**src/rtl/decode_issue.sv**
```systemverilog
// decode_issue: decodes instruction words into execute-stage operands with forwarding, load-use bubble and flush
module decode_issue #(
    parameter int DATA_W   = 32,
    parameter int REG_AW   = 5,
    parameter int LU_STALL = 1
) (
    input  logic              clk,
    input  logic              rst,
    input  logic              in_valid,
    output logic              in_ready,
    input  logic [DATA_W-1:0] in_inst,
    input  logic              flush,
    output logic [REG_AW-1:0] ra_addr,
    output logic [REG_AW-1:0] rb_addr,
    input  logic [DATA_W-1:0] ra_data,
    input  logic [DATA_W-1:0] rb_data,
    input  logic              wb_en,
    input  logic [REG_AW-1:0] wb_addr,
    input  logic [DATA_W-1:0] wb_data,
    output logic              out_valid,
    input  logic              out_ready,
    output logic [6:0]        opcode,
    output logic [3:0]        fs,
    output logic [4:0]        sh,
    output logic [DATA_W-1:0] a,
    output logic [DATA_W-1:0] b,
    output logic [REG_AW-1:0] rd,
    output logic              is_load
);
    localparam logic [6:0] OP_LD  = 7'h08;
    localparam logic [6:0] OP_ADI = 7'h10;
    localparam logic [6:0] OP_SBI = 7'h11;
    localparam logic [6:0] OP_ANI = 7'h12;
    localparam logic [6:0] OP_ORI = 7'h13;
    localparam logic [6:0] OP_XRI = 7'h14;
    localparam logic [6:0] OP_AIU = 7'h15;
    localparam logic [6:0] OP_SIU = 7'h16;
    logic [6:0]        op_in;
    logic              imm_in;
    logic              stall;
    logic              accept;
    logic              ld_pend;
    logic [DATA_W-1:0] a_in;
    logic [DATA_W-1:0] b_reg;
    logic [DATA_W-1:0] b_in;
    assign op_in   = in_inst[31:25];
    assign ra_addr = in_inst[19:15];
    assign rb_addr = in_inst[14:10];
    assign imm_in  = op_in inside {OP_ADI, OP_SBI, OP_ANI, OP_ORI, OP_XRI, OP_AIU, OP_SIU};
    // ld_pend mirrors "a load sits in the output register"; flush clears it with valid
    always_comb begin
        a_in     = ra_addr == '0 ? '0 : (wb_en && wb_addr == ra_addr) ? wb_data : ra_data;
        b_reg    = rb_addr == '0 ? '0 : (wb_en && wb_addr == rb_addr) ? wb_data : rb_data;
        b_in     = imm_in ? DATA_W'(in_inst[15:0]) : b_reg;
        stall    = LU_STALL != 0 && ld_pend && rd != '0 && (rd == ra_addr || (rd == rb_addr && !imm_in));
        in_ready = (!out_valid || out_ready) && !stall && !flush;
        accept   = in_valid && in_ready;
    end
    always_ff @(posedge clk) begin
        if (rst) begin
            out_valid <= 1'b0;
            ld_pend   <= 1'b0;
            opcode    <= '0;
            fs        <= '0;
            sh        <= '0;
            a         <= '0;
            b         <= '0;
            rd        <= '0;
            is_load   <= 1'b0;
        end else if (flush) begin
            out_valid <= 1'b0;
            ld_pend   <= 1'b0;
        end else if (accept) begin
            out_valid <= 1'b1;
            ld_pend   <= op_in == OP_LD;
            opcode    <= op_in;
            fs        <= in_inst[9:6];
            sh        <= in_inst[4:0];
            a         <= a_in;
            b         <= b_in;
            rd        <= in_inst[24:20];
            is_load   <= op_in == OP_LD;
        end else if (out_ready) begin
            out_valid <= 1'b0;
            ld_pend   <= 1'b0;
        end
    end
endmodule
```
**config.mk**
```make
export PLATFORM = sky130hd
export DESIGN_NAME = decode_issue
export DESIGN_NICKNAME = d
export VERILOG_FILES = /design/src/rtl/decode_issue.sv
export SDC_FILE = /design/constraint.sdc
export NUM_CORES = 1
export LEC_CHECK = 0
export CORE_MARGIN = 1
export CORE_UTILIZATION = 40
export CTS_CLUSTER_SIZE = 30
export DETAILED_ROUTE_END_ITERATION = 8
export PLACE_DENSITY_LB_ADDON = 0.15
export RECOVER_POWER = 25
export SKIP_CTS_REPAIR_TIMING = 1
export SLEW_MARGIN = 20
export SYNTH_ARGS = -nofsm -noshare
export SYNTH_HDL_FRONTEND = slang
export SYNTH_SLANG_ARGS = --single-unit
```
**constraint.sdc**
```tcl
create_clock -name clk -period 4.01 [get_ports clk]
set_clock_uncertainty 0.05 [all_clocks]
set_input_delay 0.802 -clock clk [delete_from_list [all_inputs] [get_ports clk]]
set_output_delay 0.802 -clock clk [all_outputs]
set_load 0.005 [all_outputs]
```
==> results of run 1 <==
synth_stat cells (7+ instances only):
library cell	number	area, sq um
a21boi_0	16	120
a21oi_1	32	160
a221oi_1	16	140
a311oi_1	16	140
and3_1	32	200
and4_1	17	149
buf_4	13	97.6
buf_6	7	78.8
clkbuf_1	44	165
dfxtp_1	88	1760
mux2_2	20	225
mux2_4	12	180
mux2i_1	39	390
nand2b_1	59	369
nand3_1	34	170
nor2_1	19	71.3
nor2b_1	34	213
o21ai_0	48	240
xor2_1	14	123
through the flow:
stage	std cells	power, mW	cell area (sq um)	setup slack, ns	util (%)
3_5_place_dp	953	1.55	7690	0.242	60.2
3_3_place_gp	953	1.54	7690	0.272	60.2
2_1_floorplan	598	1.22	5300	1.31	-
6_report	969	2.39	7990	0.269	62.6
4_1_cts	969	2.42	7990	0.244	62.6
5_1_grt	969	2.49	7990	0.103	62.6
metal layers:
layer | up-vias | track usage (%) | share of wire (%)
met5 | - | 0 | 0
met4 | 0 | 14.3 | 4.2
met3 | 56 | 8.24 | 9.0
met2 | 272 | 45.0 | 47
met1 | 2538 | 30.4 | 40
li1 | 2526 | - | -
cell families (layout without fill, tap and decap cells):
logic type / after synthesis / in the layout / synth area share [%]
xor gates and xnor gates: 20 / 20 / 3.31
and+or+nand+nor: 215 / 215 / 24.9
muxes: 71 / 71 / 15.0
buffers and inverters: 68 / 267 / 6.82
AOI/OAI and AO/OA: 136 / 136 / 16.7
DFF: 88 / 88 / 33.2
final cells by class:
type	instances	area share, %
Timing Repair Buffer	251	31.4
Multi-Input combinational cell	442	40.1
Clock buffer	12	3.08
Sequential cell	88	22.0
Clock inverter	4	0.673
Tap cell	172	2.69
worst paths after layout:
| path | start | endpoint | cells after the start |
|---|---|---|---|
| min reg2reg | fs[1] | fs[1] | 2 |
| max | in_inst[31] | in_ready | 7 |
| min | fs[1] | fs[1] | 2 |
| max reg2reg | rd[4] | b[9] | 5 |
cells in the final DEF, fill, tap and decap left out, types with 12 or more instances in the layout:
cell type / count
clkdlybuf4s50_1: 189
dfxtp_1: 88
nand2b_1: 59
o21ai_0: 48
dlygate4sd3_1: 46
mux2i_1: 39
nand3_1: 34
nor2b_1: 34
a21oi_1: 32
and3_1: 32
mux2_2: 20
nor2_1: 19
and4_1: 17
a21boi_0: 16
a311oi_1: 16
a221oi_1: 16
xor2_1: 14
buf_4: 13
mux2_4: 12
tightest hold or removal path, delay by kind of cell, from the launching register on:
family | cells | cell delay, ns
flip-flops | 1 | 0.31
AND/OR/NAND/NOR | 1 | 0.06
multiplexers | 1 | 0.05
power by group through the flow:
stage	registers, mW	clock network (mW)	logic (mW)
after CTS	0.959	0.883	0.576
final	0.957	0.865	0.566
after floorplan	0.978	0	0.246
after detailed placement	0.977	0	0.573
after global routing	0.963	0.917	0.610
after global placement	0.975	0	0.565
==> qor.csv, run 1 <==
stage;metric;value;unit
global_routing;global-route wire length before repair;27400;um
worst_setup_path;R2R setup slack;1.72;ns
timing;slew at the pin closest to its max-slew limit;1.09;ns
synthesis;synthesized cell area;0.00530;sq mm
worst_setup_path;CP required;3.16;ns
layout;Seq. cell area;0.00176;sq mm
global_routing;largest net degree at the start of global routing;87;
layout;Final Net Count;931;
clocking;TritonCTS Sinks;88;
layout;ant diodes;0;
clocking;clk buf depth;2;
drt;DRT Pass-1 Iters;7;
synthesis;Post-synth EDFFs;0;
clocking;CTS clk-pin slew, worst paths;0.06;ns
timing;post-route setup TNS;0;ns
die;I/O pins;237;
timing;RSZ-0062 raised after global routing;false;
synthesis;Mapped Cells;598;
worst_setup_path;Worst Path Buf+Inv;2;
placed_design;DP Wirelength;13500;um
placed_design;I/O Buffers;236;
timing;Hold Slack;0.420;ns
worst_setup_path;crit path DAT;2.89;ns
timing;fin. max-slew vios;0;
timing;Max Fclk;0.267;GHz
die;num rows;41;
synthesis;synthesized flop and latch total;88;
worst_setup_path;Top delay family on crit path;buffers and inverters;
worst_setup_path;CP cell instances;clkdlybuf4s50_1 > nor4b_4 > a211oi_2 > a22oi_4 > nor2_1 > nor3_1 > clkdlybuf4s50_1;
die;Die Ht;117;um
layout;# fillers;1087;
power;Gate power share;23.7;%
drt;Post-Route WL;18400;um
timing;crit share post-route;93.3;%
worst_setup_path;most frequent CP cell;clkdlybuf4s50_1;
power;Seq pwr share;40.1;%
drt;WL/cell;19.0;um
synthesis;count of different cell masters after synthesis;38;
power;Max VDD drop;0.000201;V
timing;minimum clock period;3.74;ns
timing;final setup vio count;0;
clocking;root buf cell;clkbuf_16;
layout;area grow syn2layout;50.8;%
layout;area of the multi-input gates;0.00320;sq mm
power;clock share of power;36.2;%
synthesis;Avg Cell Area, Syn;8.86;sq um
synthesis;Synth Warn #;0;
clocking;number of CTS-inserted buffers;9;
power;PD cells;299;mW/mm^2
worst_setup_path;slowest CP cell;clkdlybuf4s50_1;
synthesis;Post-synth ARST share;0;%
drt;drt initial violations;412;
die;chip width;117;um
power;Static Leak;3.23;nW
drt;Antenna Nets Post-Route;0;
synthesis;sequential-to-total area share from yosys stat;33.2;%
global_routing;Total Routing Usage GR;26.7;%
power;Pint;1.75;mW
die;core box area;0.0128;sq mm
worst_setup_path;CP Capture Type;output pin;
power;NetSw;634;uW
global_routing;vias in the first global route;5225;
synthesis;top_reg_cell synth;dfxtp_1;
drt;DRC Markers;0;
worst_setup_path;kind of critical path;primary input to output pin;
global_routing;initial antenna violation count;0;
worst_setup_path;max incr delay on CP;0.54;ns
status;status;completed;
drt;Via density;5.56;
worst_setup_path;crit start category;primary input;
layout;share of layout cells above drive strength 1;9.03;%
clocking;H-tree depth;3;
job;Maximum Capacitance Violations;0;
min_path;Hold Path Class;flip-flop to flip-flop;
die;Starting Density;41.5;%
clocking;clk_lat worst skew;0.34;ns
clocking;CTS tree;yes;
global_routing;gr ovfl total;0;
power;Sw Share;26.6;%
synthesis;syn nets;737;
placed_design;GP Congestion;0.871;
drt;via count;5392;
worst_setup_path;crit path max fanout;4;
timing;Slew headroom;27.5;%
timing;Final Hold Fails;0;
die;total die area;0.0137;sq mm
No activity file was read; power rests on OpenSTA's default activity.
==> inputs of run 2 (changes only) <==
CORE_ASPECT_RATIO = 1.75   (was unset)
PLACE_DENSITY = 0.77   (was unset)
PLACE_DENSITY_LB_ADDON = unset   (was 0.15)
SETUP_SLACK_MARGIN = 0.1   (was unset)
==> qor.csv, run 2 (synthesis results as in run 1) <==
stage;metric;value;unit;change
status;status;completed;;unchanged
global_routing;global-route wire length before repair;28600;um;was 27400 um
layout;Final Net Count;935;;was 931
global_routing;largest net degree at the start of global routing;71;;was 87
drt;via count;5447;;was 5392
drt;WL/cell;19.5;um;was 19.0 um
power;Seq pwr share;41.7;%;was 40.1%
power;Gate power share;24.6;%;was 23.7%
clocking;CTS clk-pin slew, worst paths;0.06;ns;about the same
die;total die area;0.0137;sq mm;about the same
job;Maximum Capacitance Violations;0;;unchanged
layout;commonest non-fill, non-tap cell in the layout;clkdlybuf4s50_1;;unchanged
drt;DRT Pass-1 Iters;5;;was 7
drt;Antenna Nets Post-Route;0;;unchanged
clocking;clk_lat worst skew;0.33;ns;was 0.34 ns
power;Static Leak;3.24;nW;was 3.23 nW
die;I/O pins;237;;unchanged
timing;final setup vio count;0;;unchanged
timing;Final Hold Fails;0;;unchanged
worst_setup_path;crit path DAT;2.93;ns;was 2.89 ns
clocking;number of CTS-inserted buffers;9;;unchanged
global_routing;initial antenna violation count;0;;unchanged
power;NetSw;621;uW;was 634 uW
placed_design;dpl cell area;0.00770;sq mm;was 0.00769 sq mm
layout;area grow syn2layout;50.5;%;was 50.8%
layout;most frequent cells in the layout;clkdlybuf4s50_1, dfxtp_1, nand2b_1;;unchanged
timing;Hold Slack;0.423;ns;was 0.420 ns
worst_setup_path;crit path max fanout;3;;was 4
placed_design;GP Congestion;0.872;;was 0.871
clocking;TritonCTS Sinks;88;;unchanged
die;Starting Density;41.0;%;was 41.5%
timing;RSZ-0062 raised after global routing;false;;unchanged
timing;slew at the pin closest to its max-slew limit;0.974;ns;was 1.09 ns
layout;share of layout cells above drive strength 1;9.63;%;was 9.03%
die;num rows;55;;was 41
die;core box area;0.0129;sq mm;was 0.0128 sq mm
die;chip width;89.0;um;was 117 um
global_routing;vias in the first global route;5436;;was 5225
drt;Via density;5.61;;was 5.56
layout;area of the multi-input gates;0.00320;sq mm;unchanged
placed_design;I/O Buffers;236;;unchanged
timing;Max Fclk;0.265;GHz;was 0.267 GHz
layout;Design Area, Final;0.00798;sq mm;was 0.00799 sq mm
clocking;H-tree depth;3;;unchanged
timing;minimum clock period;3.78;ns;was 3.74 ns
timing;Slew headroom;34.9;%;was 27.5%
drt;Post-Route WL;19000;um;was 18400 um
clocking;clk buf depth;2;;unchanged
power;clock share of power;33.7;%;was 36.2%
placed_design;DP Wirelength;14300;um;was 13500 um
drt;drt initial violations;220;;was 412
worst_setup_path;crit start category;primary input;;unchanged
die;Die Ht;154;um;was 117 um
global_routing;Total Routing Usage GR;27.3;%;was 26.7%
power;Sw Share;26.9;%;was 26.6%
clocking;CTS tree;yes;;unchanged
layout;ant diodes;0;;unchanged
timing;post-route setup TNS;0;ns;unchanged
worst_setup_path;CP Capture Type;output pin;;unchanged
layout;Seq. cell area;0.00176;sq mm;unchanged
timing;fin. max-slew vios;0;;unchanged
min_path;Hold Path Class;flip-flop to flip-flop;;unchanged
timing;crit share post-route;94.3;%;was 93.3%
clocking;root buf cell;clkbuf_16;;unchanged
worst_setup_path;kind of critical path;primary input to output pin;;unchanged
power;Pint;1.69;mW;was 1.75 mW
layout;# fillers;1163;;was 1087
drt;DRC Markers;0;;unchanged
global_routing;gr ovfl total;0;;unchanged
power;Max VDD drop;0.000205;V;was 0.000201 V
power;PD cells;289;mW/mm^2;was 299 mW/mm^2
worst_setup_path;CP required;3.16;ns;about the same
-- run 2: cell types whose count changed in the layout (fill, tap and decap cells not counted), sizes merged --
cell,delta
clkbuf,-2
buf,+4
clkinv,+2
bufinv,-1
-- run 2: layout make-up --
cell class | instances | area share [%]
Multi-Input combinational cell | 442 | 40.2
Timing Repair Buffer | 255 | 31.7
Sequential cell | 88 | 22.1
Clock buffer | 10 | 3.00
Tap cell | 171 | 2.68
Clock inverter | 5 | 0.424
-- run 2: final timing paths --
| path | start | slack, ns | cells past startpoint | to |
|---|---|---|---|---|
| worst max-delay path | in_inst[31] | 0.23 | 7 | in_ready |
| worst min-delay path | opcode[3] | 0.42 | 2 | opcode[3] |
| worst max register to register | rd[3] | 1.51 | 7 | b[10] |
| worst min register to register | opcode[3] | 0.42 | 2 | opcode[3] |
-- run 2: metal layers --
metal	routed length, um	share of wire [%]	GRT usage [%]
met5	0	0	0
met4	977	5.1	14.6
met3	1350	7.1	5.60
met2	9970	53	48.8
met1	6680	35	29.2
-- run 2: critical path, cell delays in order --
cell and delay, ns:
clkdlybuf4s50_1 0.48, nor4b_4 0.42, a211oi_2 0.15, a22oi_4 0.25, nor2_1 0.08, nor3_1 0.21
clkdlybuf4s50_1 0.54
-- run 2: through the flow --
step / util (%) / setup slack [ns] / total power, mW / std cells
final: 61.7 / 0.230 / 2.31 / 971
after floorplan: - / 1.31 / 1.22 / 598
after CTS: 61.7 / 0.191 / 2.34 / 971
after global routing: 61.7 / 0.135 / 2.42 / 971
after detailed placement: 59.5 / 0.193 / 1.56 / 956
after global placement: 59.5 / 0.268 / 1.54 / 956
-- run 2: power by group through the flow --
stage          Sequential (mW)  Combinational [mW]  Clock (mW)
2_1_floorplan            0.978               0.246           0
3_3_place_gp             0.978               0.566           0
3_5_place_dp             0.981               0.576           0
4_1_cts                  0.962               0.579       0.798
5_1_grt                  0.966               0.608       0.843
6_report                 0.961               0.568       0.778
==> inputs of run 3 (changes only) <==
CORE_ASPECT_RATIO = unset   (was 1.75)
PLACE_DENSITY = unset   (was 0.77)
PLACE_DENSITY_LB_ADDON = 0.05   (was unset)
==> qor.csv, run 3 (synthesis results as in run 1) <==
stage;metric;value;unit;change
status;status;completed;;unchanged
drt;Post-Route WL;18200;um;was 19000 um
job;Maximum Capacitance Violations;0;;unchanged
clocking;TritonCTS Sinks;88;;unchanged
clocking;root buf cell;clkbuf_16;;unchanged
worst_setup_path;worst r2r src;rd[4];;was rd[3]
power;PD cells;292;mW/mm^2;was 289 mW/mm^2
timing;Final Hold Fails;0;;unchanged
timing;post-route setup TNS;0;ns;unchanged
timing;Max Fclk;0.268;GHz;was 0.265 GHz
timing;fin. max-slew vios;0;;unchanged
layout;Final Net Count;933;;was 935
worst_setup_path;crit path max fanout;4;;was 3
clocking;H-tree depth;3;;unchanged
power;Max VDD drop;0.000184;V;was 0.000205 V
drt;drt initial violations;407;;was 220
die;Starting Density;41.5;%;was 41.0%
drt;WL/cell;18.8;um;was 19.5 um
timing;final setup slack of the worst path;0.276;ns;was 0.230 ns
timing;Slew headroom;29.8;%;was 34.9%
die;I/O pins;237;;unchanged
placed_design;I/O Buffers;236;;unchanged
placed_design;GP Congestion;0.921;;was 0.872
clocking;clk buf depth;2;;unchanged
worst_setup_path;crit start category;primary input;;unchanged
drt;DRT Pass-1 Iters;5;;unchanged
global_routing;Total Routing Usage GR;26.4;%;was 27.3%
placed_design;DP Wirelength;13300;um;was 14300 um
global_routing;vias in the first global route;5212;;was 5436
clocking;CTS clk-pin slew, worst paths;0.06;ns;about the same
worst_setup_path;R2R setup slack;1.71;ns;was 1.51 ns
timing;minimum clock period;3.73;ns;was 3.78 ns
die;Die Ht;117;um;was 154 um
global_routing;global-route wire length before repair;27300;um;was 28600 um
timing;crit share post-route;93.1;%;was 94.3%
worst_setup_path;CP required;3.16;ns;about the same
min_path;hold path cells;2;;unchanged
clocking;number of CTS-inserted buffers;9;;unchanged
drt;DRC Markers;0;;unchanged
clocking;clk_lat worst skew;0.35;ns;was 0.33 ns
min_path;hold path endpoint;sh[3];;was opcode[3]
layout;share of layout cells above drive strength 1;9.51;%;was 9.63%
global_routing;largest net degree at the start of global routing;63;;was 71
placed_design;post-place setup slack;0.243;ns;was 0.193 ns
die;num rows;41;;was 55
drt;Via density;5.50;;was 5.61
die;total die area;0.0137;sq mm;about the same
min_path;HP Start;sh[3];;was opcode[3]
layout;ant diodes;0;;unchanged
power;Static Leak;3.24;nW;about the same
timing;final setup vio count;0;;unchanged
timing;slew at the pin closest to its max-slew limit;1.05;ns;was 0.974 ns
worst_setup_path;crit path DAT;2.88;ns;was 2.93 ns
timing;Hold Slack;0.419;ns;was 0.423 ns
worst_setup_path;CP Capture Type;output pin;;unchanged
global_routing;initial antenna violation count;0;;unchanged
worst_setup_path;reg-to-reg endpoint;opcode[5];;was b[10]
layout;most frequent cells in the layout;clkdlybuf4s50_1, dfxtp_1, nand2b_1;;unchanged
layout;area grow syn2layout;50.5;%;about the same
drt;via count;5338;;was 5447
drt;Antenna Nets Post-Route;0;;unchanged
global_routing;gr ovfl total;0;;unchanged
min_path;Hold Path Class;flip-flop to flip-flop;;unchanged
timing;RSZ-0062 raised after global routing;false;;unchanged
die;chip width;117;um;was 89.0 um
clocking;CTS tree;yes;;unchanged
worst_setup_path;FF-to-FF path depth;5;;was 7
layout;commonest non-fill, non-tap cell in the layout;clkdlybuf4s50_1;;unchanged
worst_setup_path;kind of critical path;primary input to output pin;;unchanged
die;core box area;0.0128;sq mm;was 0.0129 sq mm
==> run 3: cell count changes in the layout (fill, tap and decap cells not counted) <==
cell / previous run / this run
clkbuf_8: 1 / 0
buf_2: 1 / 0
buf_4: 17 / 16
inv_6: 0 / 3
clkinv_2: 2 / 1
==> run 3: worst max path at each step <==
stage / from / to / cells past startpoint
CTS: in_inst[31] / in_ready / 7
global placement: in_inst[31] / in_ready / 7
global route: in_inst[31] / in_ready / 7
floorplan: in_inst[31] / in_ready / 5
detailed placement: in_inst[31] / in_ready / 7
finish: in_inst[31] / in_ready / 7
==> run 3: cell type report <==
type | count | area [sq um]
Clock buffer | 9 | 225
Clock inverter | 7 | 55.1
Fill cell | 1146 | 4800
Multi-Input combinational cell | 442 | 3200
Sequential cell | 88 | 1760
Tap cell | 172 | 215
Timing Repair Buffer | 253 | 2510
==> run 3: metrics by stage <==
step	area [sq um]	std cells	total power, mW	utilization, %
after detailed placement	7690	955	1.55	60.2
after global placement	7690	955	1.54	60.2
final	7970	971	2.33	62.4
after CTS	7970	971	2.36	62.4
after global routing	7970	971	2.44	62.4
after floorplan	5300	598	1.22	-
==> run 3: worst max-delay path, cell delays in order <==
cell	delay (ns)
clkdlybuf4s50_1	0.48
nor4b_4	0.36
a211oi_2	0.14
a22oi_4	0.28
nor2_1	0.09
nor3_1	0.20
clkdlybuf4s50_1	0.54
==> run 3: power by group <==
group          total, mW  leakage, nW  internal (mW)  switching [mW]
combinational      0.565         2.38          0.325           0.240
sequential         0.956        0.722          0.927          0.0294
clock              0.810        0.133          0.427           0.384
==> run 3: metal layers <==
metal | routed length, um | up-vias | global-route usage, %
met1 | 7350 | 2557 | 31.1
met4 | 454 | 0 | 9.79
met2 | 8890 | 210 | 44.9
met3 | 1560 | 33 | 8.44
li1 | - | 2538 | -
met5 | 0 | - | 0
